## src/rtl/router_term_in_fifo.sv

```systemverilog
// Ingress buffer for one router input terminal: filters packets by destination,
// queues accepted ones in a circular FIFO and presents the head to the router.
module router_term_in_fifo #(
  parameter int unsigned PCK_SZ  = 40,
  parameter int unsigned DEPTH   = 16,
  parameter int unsigned N_TERMS = 16,
  parameter int unsigned TERM_ID = 0,
  parameter int unsigned DST_MSB = 39,
  parameter int unsigned DST_LSB = 34
) (
  input  logic                       clk,
  input  logic                       reset,
  input  logic                       push,
  input  logic [PCK_SZ-1:0]          data_in,
  output logic                       full,
  output logic [PCK_SZ-1:0]          data_out_i_in,
  output logic                       pndng_i_in,
  input  logic                       popin,
  output logic [$clog2(DEPTH+1)-1:0] count,
  output logic [15:0]                drop_cnt,
  output logic                       overflow,
  output logic                       underflow,
  input  logic                       clr_stats
);

  localparam int unsigned AW = $clog2(DEPTH);
  localparam int unsigned CW = $clog2(DEPTH+1);

  logic [PCK_SZ-1:0] mem [DEPTH];
  logic [AW-1:0]     rd_q, rd_d, wr_q, wr_d;
  logic [CW-1:0]     count_q, count_d;
  logic [15:0]       drop_q, drop_d;
  logic              ovf_q, ovf_d, unf_q, unf_d;

  logic [31:0] dst_ext;
  logic        dst_ok, pop_eff, push_ok, drop, ovf_set;

  assign dst_ext = 32'(data_in[DST_MSB:DST_LSB]);
  assign dst_ok  = (dst_ext < N_TERMS) && (dst_ext != TERM_ID);

  assign pndng_i_in = (count_q != '0);
  assign full       = (count_q == CW'(DEPTH));

  // A pop in the same cycle frees a slot, so a full FIFO still takes the push.
  assign pop_eff = popin && pndng_i_in;
  assign push_ok = push && dst_ok && (!full || pop_eff);
  assign ovf_set = push && dst_ok && full && !pop_eff;
  assign drop    = push && (!dst_ok || ovf_set);

  always_comb begin
    rd_d    = rd_q;
    wr_d    = wr_q;
    count_d = count_q;
    drop_d  = drop_q;
    ovf_d   = ovf_q;
    unf_d   = unf_q;

    if (push_ok) wr_d = wr_q + AW'(1);
    if (pop_eff) rd_d = rd_q + AW'(1);

    unique case ({push_ok, pop_eff})
      2'b10:   count_d = count_q + CW'(1);
      2'b01:   count_d = count_q - CW'(1);
      default: count_d = count_q;
    endcase

    if (clr_stats) begin
      drop_d = '0;
      ovf_d  = 1'b0;
      unf_d  = 1'b0;
    end else begin
      if (drop && drop_q != 16'hFFFF) drop_d = drop_q + 16'd1;
      if (ovf_set)                    ovf_d  = 1'b1;
      if (popin && !pndng_i_in)       unf_d  = 1'b1;
    end
  end

  always_ff @(posedge clk or posedge reset) begin
    if (reset) begin
      rd_q    <= '0;
      wr_q    <= '0;
      count_q <= '0;
      drop_q  <= '0;
      ovf_q   <= 1'b0;
      unf_q   <= 1'b0;
    end else begin
      rd_q    <= rd_d;
      wr_q    <= wr_d;
      count_q <= count_d;
      drop_q  <= drop_d;
      ovf_q   <= ovf_d;
      unf_q   <= unf_d;
    end
  end

  // Storage is left unreset; it is only read through the count-gated head mux.
  always_ff @(posedge clk) begin
    if (push_ok) mem[wr_q] <= data_in;
  end

  assign data_out_i_in = pndng_i_in ? mem[rd_q] : '0;
  assign count         = count_q;
  assign drop_cnt      = drop_q;
  assign overflow      = ovf_q;
  assign underflow     = unf_q;

endmodule
```

## config.mk

```make
export PLATFORM = sky130hd
export DESIGN_NAME = router_term_in_fifo
export DESIGN_NICKNAME = d
export VERILOG_FILES = /design/src/rtl/router_term_in_fifo.sv
export SDC_FILE = /design/constraint.sdc
export NUM_CORES = 1
export LEC_CHECK = 0
export ABC_CLOCK_PERIOD_IN_PS = 6450
export CELL_PAD_IN_SITES_DETAIL_PLACEMENT = 0
export CELL_PAD_IN_SITES_GLOBAL_PLACEMENT = 1
export CORE_MARGIN = 3
export CORE_UTILIZATION = 53
export DETAILED_ROUTE_END_ITERATION = 10
export MAX_ROUTING_LAYER = met4
export PLACE_DENSITY_LB_ADDON = 0.2
export SLEW_MARGIN = 20
export SYNTH_ARGS = -nofsm -noshare
export SYNTH_HDL_FRONTEND = slang
export SYNTH_SLANG_ARGS = --single-unit
```

## constraint.sdc

```tcl
create_clock -name clk -period 6.45 [get_ports clk]
set_clock_uncertainty 0.1 [all_clocks]
set_input_delay 1.935 -clock clk [delete_from_list [all_inputs] [get_ports clk]]
set_output_delay 1.935 -clock clk [all_outputs]
set_load 0.02 [all_outputs]
```

After elaboration in Yosys (flattened, before gate mapping)
Memories as Yosys holds them, arrays and structs flattened. Cells that the tools add are included.

Flip-flop bits (word level): 31. Bits in writable memories: 640. Input port bits: 45. Output and inout bits: 65. Word-level logic and storage cells: 48. Memories: 1.

Add/subtract/negate cells: 5. Order comparisons: 1. Equality and inequality tests: 4. Muxes and demuxes: 10. Reduce and logical (&&, ||, !) cells: 21.

Memories: mem (depth 16, width 40, rd ports 1, clocked after Yosys merged registers in 0, wr ports 1, RTL line 29) `logic [PCK_SZ-1:0] mem [DEPTH];`.

Operator list (number): $mux 40 (1); $mux 16 (2); $reduce_bool 32->1 (1); $add 16x1->16 const B (1); $ne 16x16->1 const B (1); $pmux 5 s2 (1); $logic_and 1x1->1 (9); $add 4x1->4 const B (2); $reduce_bool 2->1 (4); $lt 6x5->1 const B (1); $mux 1 (6); $add 5x1->5 const B (1); $eq 5x5->1 const B (1); $reduce_bool 5->1 (1); $sub 5x1->5 const B (1); $logic_not 1->1 (4); $eq 2x1->1 const B (1); $eq 2x2->1 const B (1); $logic_or 1x1->1 (2).

Logic depth before layout (Yosys ltp)
Gate-level depths: netlist of run 1.

Depth after elaboration: 10. Mapped depth: 11. Depth with buffers taken out: 10.

Least setup slack after synthesis of run 1
No wires, ideal clock.

Path type: input -> register. From: input port data_in[38]. To: memory mem[3][0], enable pin. Library setup time: 0.487 ns. Arrival: 5.628 ns. Data required time: 5.863 ns. Setup slack: 0.235 ns. Stages: 5. Path buffers: 0. Path through: nor2_1 -> nand3_1 -> nor2_1 -> nand2_1 -> nor3_1.

Longest elaborated chain between the ends: 6. Elaborated cells between the ends (all ways): 7. Classes of those cells: order compare: 1; mux: 2; reduce/logical: 4.

Ends and longest elaborated chain: from (decl) (RTL line 14) `input logic [PCK_SZ-1:0] data_in,`; $lt 6x5->1 / $reduce_bool 32->1 (equally long branches) (RTL line 39) `assign dst_ok = (dst_ext < N_TERMS) && (dst_ext != TERM_ID);`; $logic_and 1x1->1 * (RTL line 39); $logic_and 1x1->1 * (2 in series) (RTL line 46) `assign push_ok = push && dst_ok && (!full || pop_eff);`; $mux 1 * (RTL line 98) `if (push_ok) mem[wr_q] <= data_in;`; $mux 1 (implied by the code) * (RTL line 98); to (decl) (RTL line 29).

Mark *: on every way between the ends. The rest lies on a longest branch, timed or not.

Final worst setup path of run 1
From: register count_q[0], in the netlist count[0]. To: output port data_out_i_in[1].

Longest elaborated chain between the ends: 2.

Ends and longest elaborated chain: from (decl) (RTL line 31) `logic [CW-1:0] count_q, count_d;`; from (signal assigned) (RTL line 89) `count_q <= count_d;`; $reduce_bool 5->1 (RTL line 41) `assign pndng_i_in = (count_q != '0);`; $mux 40 (RTL line 101) `assign data_out_i_in = pndng_i_in ? mem[rd_q] : '0;`; to (decl) (RTL line 16) `output logic [PCK_SZ-1:0] data_out_i_in,`.

No other way between the ends.

==> flow_metrics.env, run 1 <==
export IMPL_port_buffers=109
export IMPL_drive_gt1_frac=0.2307
export IMPL_cts_buffers=69
export IMPL_coreArea_um2=48050
export IMPL_holdBufCountCts=0
export IMPL_htreeDepth=3
export IMPL_cp_max_fo=21
export IMPL_track_usage=0.2253
export IMPL_area_growth_syn_to_layout_pct=16.49
export IMPL_tns_ps=0
export IMPL_p_int_uw=8919
export IMPL_avgSynthCellArea_um2=21.90
export IMPL_finalCriticalPeriod_ps=5882
export IMPL_drtAntennaViolNets=0
export IMPL_cts_resized=0
export IMPL_dp_cells=1894
export IMPL_cts_tree="yes"
export IMPL_drc_errors=0
export IMPL_stdcell_count=2013
export IMPL_p_switching_uw=3643
export IMPL_yosysSeqAreaShare=0.7697
export IMPL_netlist_area_um2=25980
export IMPL_tightest_slew_ps=819.5
export IMPL_clockBufferDepth=3
export IMPL_grt_pass1_wl_um=82190
export IMPL_hold_viol_final=0
export IMPL_vias=12360
export IMPL_syn_nets=1241
export IMPL_yosys_register_bits=671
export IMPL_dr_pass1_iters=5
export IMPL_vias_per_cell=6.138
export IMPL_clkPwrFrac=0.298
export IMPL_die_w_um=227.4
export IMPL_fmax_mhz=170.0
export IMPL_clk_latency_ps=580
export IMPL_min_path_type="reg2reg"
export IMPL_post_dp_cell_area_um2=28150
export IMPL_combPwrFrac=0.292
export IMPL_switching_share=0.2900
export IMPL_cts_setup_buffers=0
export IMPL_dp_hpwl_um=30200
export IMPL_outcome="finished, final reports clean"
export IMPL_gr_total_overflow=0
export IMPL_cp_data_required_time_ps=4410
export IMPL_wl_per_cell_um=27.09
export IMPL_root_buffer="clkbuf_16"
export IMPL_chipHeight_um=227.4
export IMPL_maxSlewHeadroom=0.4537
export IMPL_dieArea_um2=51700
export IMPL_arrival_ps=3850
export IMPL_finalInstanceArea_um2=30260
export IMPL_clk_pin_slew_ps=60
export IMPL_ir_drop_uv=264.4
export IMPL_final_nets=1405
export IMPL_min_period_over_period=0.9120
export IMPL_antenna_found_initial=2
export IMPL_wl_um=54540
export IMPL_initial_core_util=0.5407
export IMPL_maxCapViolations=0
export IMPL_p_seq_frac=0.410
export IMPL_final_util=0.6298
export IMPL_ys_warnings_count=0
export IMPL_io_pins=110
export IMPL_start_kind="flop"
export IMPL_setup_violations_final=0
export IMPL_rsz0062_at_grt="no"
export IMPL_drt_initial_drc_count=1057
export IMPL_end_kind="output pin"
export IMPL_grt_pass1_vias=12960
export IMPL_netlist_cell_type_count=38
export IMPL_clock_sinks=671
export IMPL_grt_max_degree=59
export IMPL_leakage_uw=0.009753
export IMPL_crit_type="reg2out"
export IMPL_slew_violations=0
export IMPL_routabilityCongestion=0.7545
export IMPL_syn_inst=1186
export IMPL_rows=80
export IMPL_powerDensity_nw_per_um2=415.2
## logic make-up (layout without fill, tap and decap cells)
kind of cell,count (synthesis),count (layout),share of synthesized area
flip-flops,671,671,0.7697
multiplexers,245,245,0.1716
AND/OR/NAND/NOR,107,107,0.02038
buffers and inverters,75,285,0.01170
AO/OA/AOI/OAI,58,58,0.01479
XOR/XNOR,20,20,0.006743
adder cells (fa/ha/maj),10,10,0.005106
other,0,2,0
## synthesized netlist by cell type (all sizes together)
library cell,n,area share
and3,3,0.00072
a21o,2,0.00058
fa,1,0.00077
xnor2,11,0.0037
mux2i,83,0.032
or4,4,0.0012
nor3,9,0.0017
dfrtp,31,0.030
xor2,9,0.0030
edfxtp,640,0.74
o311ai,2,0.0013
and4,1,0.00034
o22ai,40,0.0096
inv,12,0.0017
mux2,2,0.00087
or2,1,0.00024
nor2b,1,0.00024
nor2,37,0.0053
o21ai,5,0.00096
or3,3,0.00072
nand2b,3,0.00072
nand2,17,0.0025
o2bb2ai,1,0.00034
clkbuf,38,0.0055
buf,25,0.0045
nand3,6,0.0012
a21oi,6,0.0013
a2111oi,1,0.00034
nand4,19,0.0048
mux4,160,0.14
nor4,3,0.00072
ha,9,0.0043
a211oi,1,0.00029
## through the flow
step / hold WS (ps) / total power (uW) / setup slack [ps]
2_1_floorplan: 378.8 / 7634 / 235.4
3_3_place_gp: 428.1 / 8956 / 955.4
3_5_place_dp: 432.8 / 8966 / 931.6
4_1_cts: 441.0 / 12720 / 528.8
5_1_grt: 472.1 / 13110 / 354.0
6_report: 429.3 / 12560 / 567.9
## path summary, 6_finish.rpt
check | slack (ps) | startpoint | cells past startpoint | endpoint
max | 570 | count[0] | 7 | data_out_i_in[1]
min | 430 | underflow | 2 | underflow
max reg2reg | 3380 | count[0] | 9 | count[4]
min reg2reg | 430 | underflow | 2 | underflow
max in group asynchronous | 4260 | reset | 3 | rd_q[1]
min in group asynchronous | 1650 | reset | 3 | drop_cnt[6]
## cell usage in the layout (no fill, tap or decap), drive strengths merged, types with 3 or more instances in the layout
| master | netlist | routed |
|---|---|---|
| a21oi | 6 | 6 |
| and3 | 3 | 3 |
| buf | 25 | 47 |
| bufinv | 0 | 4 |
| clkbuf | 38 | 91 |
| clkdlybuf4s50 | 0 | 109 |
| clkinv | 0 | 19 |
| dfrtp | 31 | 31 |
| edfxtp | 640 | 640 |
| ha | 9 | 9 |
| inv | 12 | 14 |
| mux2i | 83 | 83 |
| mux4 | 160 | 160 |
| nand2 | 17 | 17 |
| nand2b | 3 | 3 |
| nand3 | 6 | 6 |
| nand4 | 19 | 19 |
| nor2 | 37 | 37 |
| nor3 | 9 | 9 |
| nor4 | 3 | 3 |
| o21ai | 5 | 5 |
| o22ai | 40 | 40 |
| or3 | 3 | 3 |
| or4 | 4 | 4 |
| xnor2 | 11 | 11 |
| xor2 | 9 | 9 |
## per-layer routing
layer  share of wire  up-vias  track usage
met5               0        -            -
met4           0.017        0      0.05607
met1            0.43     6665       0.3132
met3           0.054       72      0.03482
met2            0.50      321       0.3589
li1                -     5298            -
## power groups by stage
stage	clock network (uW)	registers, uW	logic [uW]
6_report	3750	5150	3670
4_1_cts	3820	5150	3740
2_1_floorplan	0	5070	2560
3_3_place_gp	0	5240	3720
5_1_grt	4010	5170	3920
3_5_place_dp	0	5240	3720
## state kept, by name (all words and copies together) (netlist names)
register and count:
count 5, drop_cnt 16, mem 640, overflow 1, rd_q 4, underflow 1, wr_q 4
## layout make-up
type / count / area [um^2]
diodes: 2 / 5.005
clock buffers: 91 / 1872
clock inverters: 26 / 227.7
fillers: 3307 / 17790
inverters: 12 / 45.04
multi-input cells: 440 / 5791
flip-flops and latches: 671 / 20010
well taps: 615 / 769.5
repair buffers: 156 / 1544
## critical path, stage by stage, from the launching register on
cell and delay [ps]:
dfrtp_1 420, or4_1 710, nor2_1 330, inv_1 110, nand2_2 500, buf_4 430, o22ai_1 140, clkdlybuf4s50_1 570
Power figures use the tool's default switching activity.
==> inputs of run 2 (changes only) <==
==> constraint.sdc (replaced) <==
create_clock -name clk -period 6.45 [get_ports clk]
set_clock_uncertainty 0.1 [all_clocks]
set_input_delay 0.645 -clock clk [delete_from_list [all_inputs] [get_ports clk]]
set_output_delay 0.645 -clock clk [all_outputs]
set_load 0.02 [all_outputs]
==> flow_metrics.env, run 2 (synthesis gave the netlist of run 1 again) <==
export IMPL_htreeDepth=3
export IMPL_grt_pass1_vias=12700
export IMPL_clk_pin_slew_ps=60
export IMPL_dp_hpwl_um=30430
export IMPL_ir_drop_uv=247.2
export IMPL_powerDensity_nw_per_um2=414.3
export IMPL_cts_resized=0
export IMPL_switching_share=0.2960
export IMPL_chipHeight_um=227.4
export IMPL_maxCapViolations=0
export IMPL_reg2reg_from="count[0]"
export IMPL_wl_per_cell_um=26.35
export IMPL_leakage_uw=0.009640
export IMPL_cts_buffers=67
export IMPL_end_kind="output pin"
export IMPL_grt_pass1_wl_um=79830
export IMPL_vias_per_cell=6.023
export IMPL_io_pins=110
export IMPL_outcome="finished, final reports clean"
export IMPL_root_buffer="clkbuf_16"
export IMPL_largest_register_ffs=640
export IMPL_coreArea_um2=48050
export IMPL_die_w_um=227.4
export IMPL_p_seq_frac=0.419
export IMPL_min_path_type="in2async"
export IMPL_slew_violations=0
export IMPL_crit_type="reg2out"
export IMPL_clkPwrFrac=0.290
export IMPL_maxSlewHeadroom=0.2995
export IMPL_area_growth_syn_to_layout_pct=15.57
export IMPL_cp_data_required_time_ps=5700
export IMPL_worst_path_buf_inv=2
export IMPL_combPwrFrac=0.290
export IMPL_tightest_slew_ps=1048
export IMPL_routabilityCongestion=0.7605
export IMPL_hold_viol_final=0
export IMPL_min_period_over_period=0.7250
export IMPL_cts_setup_buffers=0
export IMPL_setup_violations_final=0
export IMPL_drive_gt1_frac=0.2249
export IMPL_grt_max_degree=66
export IMPL_cp_max_fo=22
export IMPL_track_usage=0.2187
export IMPL_gr_total_overflow=0
export IMPL_clockBufferDepth=3
export IMPL_reg2reg_depth=6
export IMPL_arrival_ps=3930
export IMPL_start_kind="flop"
export IMPL_holdBufCountCts=0
export IMPL_drt_initial_drc_count=988
export IMPL_r2r_end="mem[12][0]"
export IMPL_critPathTopFamily="simple AND/OR/NAND/NOR gates"
export IMPL_initial_core_util=0.5407
export IMPL_diodes=0
export IMPL_r2r_slack_ps=3030
export IMPL_hold_ws_ps=337.8
export IMPL_finalCriticalPeriod_ps=4676
export IMPL_cp_cell_sequence="or4_1 -> nor2_1 -> or2_2 -> buf_4 -> o22ai_1 -> clkdlybuf4s50_1"
export IMPL_final_cell_mix="edfxtp_1 (640), mux4_2 (160), clkdlybuf4s50_1 (109)"
export IMPL_cts_tree="yes"
export IMPL_final_common_cell="edfxtp_1"
export IMPL_dieArea_um2=51700
export IMPL_clock_sinks=671
export IMPL_p_switching_uw=3681
export IMPL_wl_um=52640
export IMPL_vias=12030
export IMPL_critPathMaxStageDelay_ps=720
export IMPL_largest_register="mem"
export IMPL_rsz0062_at_grt="no"
export IMPL_final_util=0.6248
export IMPL_stdcell_count=1998
export IMPL_p_int_uw=8757
export IMPL_fmax_mhz=213.8
export IMPL_drc_errors=0
export IMPL_final_nets=1390
export IMPL_dr_pass1_iters=5
export IMPL_drtAntennaViolNets=0
export IMPL_tns_ps=0
export IMPL_clk_latency_ps=600
export IMPL_antenna_found_initial=0
export IMPL_slowest_stage="or4_1"
export IMPL_rows=80
export IMPL_dp_cells=1880
export IMPL_port_buffers=109
[run 2: changes by cell type in the layout (fill, tap and decap cells not counted), sizes merged]
cell	previous run	this run
buf	47	34
bufinv	4	3
clkbuf	91	83
clkinv	19	27
clkinvlp	1	0
diode	2	0
inv	14	16
[run 2: how the worst max path moves through the flow]
stage / start / end / slack [ps] / depth (start not counted)
2_1_floorplan: data_in[38] / mem[3][0] / 1530 / 5
3_3_place_gp: data_in[38] / mem[15][2] / 1910 / 7
3_5_place_dp: data_in[38] / mem[12][39] / 1780 / 7
4_1_cts: count[0] / data_out_i_in[11] / 1700 / 7
5_1_grt: count[0] / data_out_i_in[11] / 1620 / 7
6_report: count[0] / data_out_i_in[11] / 1770 / 6
[run 2: routing by layer]
| layer | global-route usage | up-vias | share of wire |
|---|---|---|---|
| met3 | 0.03649 | 57 | 0.049 |
| met4 | 0.05587 | 0 | 0.015 |
| li1 | - | 5270 | - |
| met1 | 0.3074 | 6392 | 0.44 |
| met2 | 0.3420 | 314 | 0.49 |
| met5 | - | - | 0 |
[run 2: layout make-up]
type / count / area [um^2]
sequential: 671 / 20010
timing repair buffer: 143 / 1391
fill: 3309 / 18020
clock inverter: 34 / 272.8
clock buffer: 83 / 1747
tap: 615 / 769.5
inverter: 12 / 45.04
multi-input combinational: 440 / 5791
[run 2: worst register-to-register path, stage by stage, from the launching register on]
cell	delay [ps]
dfrtp_1	420
or4_1	340
nor3_1	120
nor2_1	470
nand2_1	360
nor2_4	890
buf_4	400
[run 2: power by group through the flow]
| stage | combinational, uW | sequential [uW] | clock (uW) |
|---|---|---|---|
| after floorplan | 2560 | 5070 | 0 |
| after global placement | 3660 | 5310 | 0 |
| after detailed placement | 3680 | 5310 | 0 |
| after CTS | 3690 | 5220 | 3710 |
| after global routing | 3860 | 5250 | 3870 |
| final | 3610 | 5210 | 3610 |
[run 2: metrics by stage]
| step | setup slack (ps) | total power, uW | instance area (um^2) |
|---|---|---|---|
| final | 1774 | 12440 | 30020 |
| after global placement | 1913 | 8968 | 27970 |
| after floorplan | 1525 | 7634 | 25980 |
| after CTS | 1699 | 12610 | 29990 |
| after detailed placement | 1781 | 8988 | 27970 |
| after global routing | 1620 | 12980 | 30020 |
